`config.mk`:
```
export PLATFORM = sky130hd
export DESIGN_NAME = hw_avmm_host_fsm
export DESIGN_NICKNAME = d
export VERILOG_FILES = /design/src/rtl/hw_avmm_host_fsm.sv
export SDC_FILE = /design/constraint.sdc
export NUM_CORES = 1
export LEC_CHECK = 0
export ABC_CLOCK_PERIOD_IN_PS = 2700
export CELL_PAD_IN_SITES_DETAIL_PLACEMENT = 1
export CELL_PAD_IN_SITES_GLOBAL_PLACEMENT = 1
export CORE_MARGIN = 10
export CORE_UTILIZATION = 32
export CTS_CLUSTER_SIZE = 24
export DETAILED_ROUTE_END_ITERATION = 8
export PLACE_DENSITY = 0.86
export SYNTH_ARGS = -nofsm -noshare
export SYNTH_HDL_FRONTEND = slang
export SYNTH_SLANG_ARGS = --single-unit
```
`constraint.sdc`:
```
create_clock -name clk -period 2.7 [get_ports clk]
set_clock_uncertainty 0.2 [all_clocks]
set_input_delay 0.54 -clock clk [delete_from_list [all_inputs] [get_ports clk]]
set_output_delay 0.54 -clock clk [all_outputs]
set_load 0.02 [all_outputs]
```
`src/rtl/hw_avmm_host_fsm.sv`:
```
// Single-outstanding Avalon-MM host: turns one-cycle read/write requests into
// Avalon-MM bus cycles and returns read data behind a registered ready flag.
module hw_avmm_host_fsm #(
  parameter int unsigned P_ADDR_WIDTH = 4,
  parameter int unsigned P_DATA_WIDTH = 32
) (
  input  logic                    clk,
  input  logic                    reset,
  input  logic                    do_read,
  input  logic                    do_write,
  input  logic [P_ADDR_WIDTH-1:0] address,
  input  logic [P_DATA_WIDTH-1:0] data_wr,
  output logic                    ready,
  output logic [P_DATA_WIDTH-1:0] data_rd,
  output logic [P_ADDR_WIDTH-1:0] avmm_address,
  output logic                    avmm_write,
  output logic [P_DATA_WIDTH-1:0] avmm_writedata,
  output logic                    avmm_read,
  input  logic [P_DATA_WIDTH-1:0] avmm_readdata,
  input  logic                    avmm_readdatavalid,
  input  logic                    avmm_waitrequest
);

  typedef enum logic [1:0] {
    StIdle,
    StWrReq,
    StRdReq,
    StRdWait
  } state_e;

  state_e                  state_q, state_d;
  logic                    ready_q, ready_d;
  logic                    read_q, read_d;
  logic                    write_q, write_d;
  logic [P_ADDR_WIDTH-1:0] addr_q, addr_d;
  logic [P_DATA_WIDTH-1:0] wdata_q, wdata_d;
  logic [P_DATA_WIDTH-1:0] rdata_q, rdata_d;

  always_comb begin
    state_d = state_q;
    ready_d = ready_q;
    read_d  = read_q;
    write_d = write_q;
    addr_d  = addr_q;
    wdata_d = wdata_q;
    rdata_d = rdata_q;

    unique case (state_q)
      StIdle: begin
        // Write wins over a simultaneous read; the read is simply dropped.
        if (do_write) begin
          addr_d  = address;
          wdata_d = data_wr;
          write_d = 1'b1;
          ready_d = 1'b0;
          state_d = StWrReq;
        end else if (do_read) begin
          addr_d  = address;
          read_d  = 1'b1;
          ready_d = 1'b0;
          state_d = StRdReq;
        end
      end

      StWrReq: begin
        if (!avmm_waitrequest) begin
          write_d = 1'b0;
          ready_d = 1'b1;
          state_d = StIdle;
        end
      end

      StRdReq: begin
        // readdatavalid only counts once the slave has accepted the command.
        if (!avmm_waitrequest) begin
          read_d = 1'b0;
          if (avmm_readdatavalid) begin
            rdata_d = avmm_readdata;
            ready_d = 1'b1;
            state_d = StIdle;
          end else begin
            state_d = StRdWait;
          end
        end
      end

      StRdWait: begin
        if (avmm_readdatavalid) begin
          rdata_d = avmm_readdata;
          ready_d = 1'b1;
          state_d = StIdle;
        end
      end

      default: begin
        state_d = StIdle;
        ready_d = 1'b1;
        read_d  = 1'b0;
        write_d = 1'b0;
      end
    endcase
  end

  always_ff @(posedge clk or posedge reset) begin
    if (reset) begin
      state_q <= StIdle;
      ready_q <= 1'b1;
      read_q  <= 1'b0;
      write_q <= 1'b0;
      addr_q  <= '0;
      wdata_q <= '0;
      rdata_q <= '0;
    end else begin
      state_q <= state_d;
      ready_q <= ready_d;
      read_q  <= read_d;
      write_q <= write_d;
      addr_q  <= addr_d;
      wdata_q <= wdata_d;
      rdata_q <= rdata_d;
    end
  end

  assign ready          = ready_q;
  assign data_rd        = rdata_q;
  assign avmm_address   = addr_q;
  assign avmm_write     = write_q;
  assign avmm_writedata = wdata_q;
  assign avmm_read      = read_q;

endmodule

```
==> reports/results.txt <==
Final WS setup = 454 ps
Post-CTS Hold Buffers = 0
Pleak = 1.97 nW
Final Hold Fails = 0
Starting Density = 32.5%
CTS Buf Count = 9
GPL Wtd Cong = 0.710
Netlist cell types = 25
Setup violations, final = 0
die area = 13500 µm²
final hold slack = 303 ps
Post-DP Area = 4490 µm²
Root Buffer = clkbuf_8
CP arrival = 1510 ps
cts repair resizes = 0
Pwr Density = 1260 nW/µm²
Port Buffers = 144
first-pass GRT wire length = 13400 µm
ratio of cells with drive above 1 in the final layout = 29.5%
post-route design area = 4670 µm²
top sig layer = met4
largest net degree at the start of global routing = 52
clk slew on worst S/H paths = 80 ps
clk buf depth = 2
most frequent cells in the layout = 144 x clkdlybuf4s50_1, 72 x dfrtp_1, 36 x mux2_2
HP Class = reg2reg
Cells after Synth = 173
Area Overhead vs Synth = 57.1%
Top delay family on crit path = buffers and inverters
synthesized cell area = 2970 µm²
via count = 2038
Final Critical Period = 2250 ps
Chip Width = 116 µm
total of max-cap violations = 0
met3 routed wirelength = 912 µm
Max Slew Vio Count = 0
H-tree levels = 3
site row count = 35
number of synthesized register bits = 73
CTS Sinks = 73
CTS tree = done
Crit. End Element = output port
DP HPWL = 6880 µm
Peak Freq = 445 MHz
kind of critical path = reg2out
Seq/Total Area, Yosys = 61.5%
reg2reg setup slack = 890 ps
Post CTS Setup Buffer Count = 0
Clock Latency Late Sink = 330 ps
Worst-Margin Slew = 669 ps
worst-path fanout max = 2
nets = 401
status = finished, final reports clean
initial antenna violation count = 0
vias in the first global route = 2378
RSZ-0062 raised after global routing = no
Synthesis Warnings = 0
WL final = 8770 µm
die height = 116 µm
Top Ports = 145
Post-Place Worst Slack = 349 ps
CP cell instances = clkdlybuf4s50_1
Critical Path Source Type = flip-flop
Final TNS setup = 0 ps
Detailed Routing Iterations Pass 1 = 3
total power = 5.90 mW
GRT Resource Usage Total = 12.8%
crit share post-route = 83.2%
Routed Antenna Nets = 0
Synthesized Nets = 247
CORE AREA = 9150 µm²
syn avg cell area = 17.2 µm²
most common cell after layout, fill and taps aside = clkdlybuf4s50_1
WP data required = 1960 ps
DR iter-0 viols = 46
Vias/cell = 4.60
diode count = 0
routed len/inst = 19.8 µm
met2 WL = 4680 µm
DRC viols = 0
wl on met1 = 3080 µm
global route overflow = 0
crit-path max cell delay = 640 ps
Rel. slew slack = 55.4%
maximum VDD drop = 0.512 mV
WP buf/inv = 1
Critical Path Slowest Stage Cell = clkdlybuf4s50_1
[metal layers]
metal | vias up | track usage, %
met2 | 74 | 22.9
met1 | 1037 | 12.9
met5 | - | 0
met3 | 10 | 6.47
met4 | 0 | 3.50
li1 | 917 | -
[cells in the mapped netlist]
cell type / n / area [µm²]
mux2_1: 2 / 22.5
nand2_1: 3 / 11.3
o21ai_0: 2 / 10.0
mux2_2: 36 / 405
nor2_1: 2 / 7.51
o2bb2ai_1: 1 / 8.76
o22ai_1: 1 / 6.26
and3_1: 1 / 6.26
nor3b_1: 1 / 7.51
mux2_4: 30 / 450
buf_12: 3 / 60.1
buf_6: 5 / 56.3
dfstp_2: 1 / 26.3
dfrtp_1: 72 / 1800
nor3_1: 1 / 5.00
a21boi_0: 1 / 7.51
a21o_1: 1 / 7.51
a21oi_1: 2 / 10.0
inv_1: 1 / 3.75
o21ba_2: 1 / 10.0
a211o_2: 1 / 10.0
a21oi_4: 1 / 16.3
or2_2: 1 / 6.26
a22oi_1: 1 / 7.51
inv_2: 2 / 7.51
[registers in the layout (all words and copies together), names as in the netlist]
register        flops
avmm_writedata     32
data_rd            32
avmm_address        4
state_q             2
avmm_read           1
avmm_write          1
ready               1
[layout make-up]
class / count / area, µm²
Tap cell: 111 / 139
Inverter: 3 / 11.3
Clock buffer: 10 / 138
Sequential cell: 73 / 1830
Fill cell: 945 / 4480
Timing Repair Buffer: 151 / 1490
Multi-Input combinational cell: 89 / 1020
Clock inverter: 6 / 42.5
[final timing paths]
path                        startpoint                  to  depth (start not counted)
setup / recovery                 ready               ready                          1
min in group asynchronous        reset         data_rd[21]                          3
hold / removal             data_rd[24]         data_rd[24]                          1
setup reg to reg            state_q[0]  avmm_writedata[29]                          4
hold reg to reg            data_rd[24]         data_rd[24]                          1
max in group asynchronous        reset         data_rd[14]                          3
[kinds of logic after synthesis]
logic type | count (synthesis) | share of synthesized area (%)
buffers and inverters | 11 | 4.29
DFF | 73 | 61.5
muxes | 68 | 29.6
AOI/OAI and AO/OA | 12 | 3.16
and+or+nand+nor | 9 | 1.47
[stage by stage]
stage,instances,utilization [%]
finish,443,51.0
global route,443,51.0
CTS,443,51.0
detailed placement,427,49.0
global placement,427,49.0
floorplan,173,-
[report_power, final]
part	switching (mW)	total, mW	internal, mW
Sequential	0.330	1.99	1.66
Combinational	1.39	3.13	1.73
Clock	0.424	0.785	0.360
Total	2.15	5.90	3.76
Power figures use the tool's default switching activity.
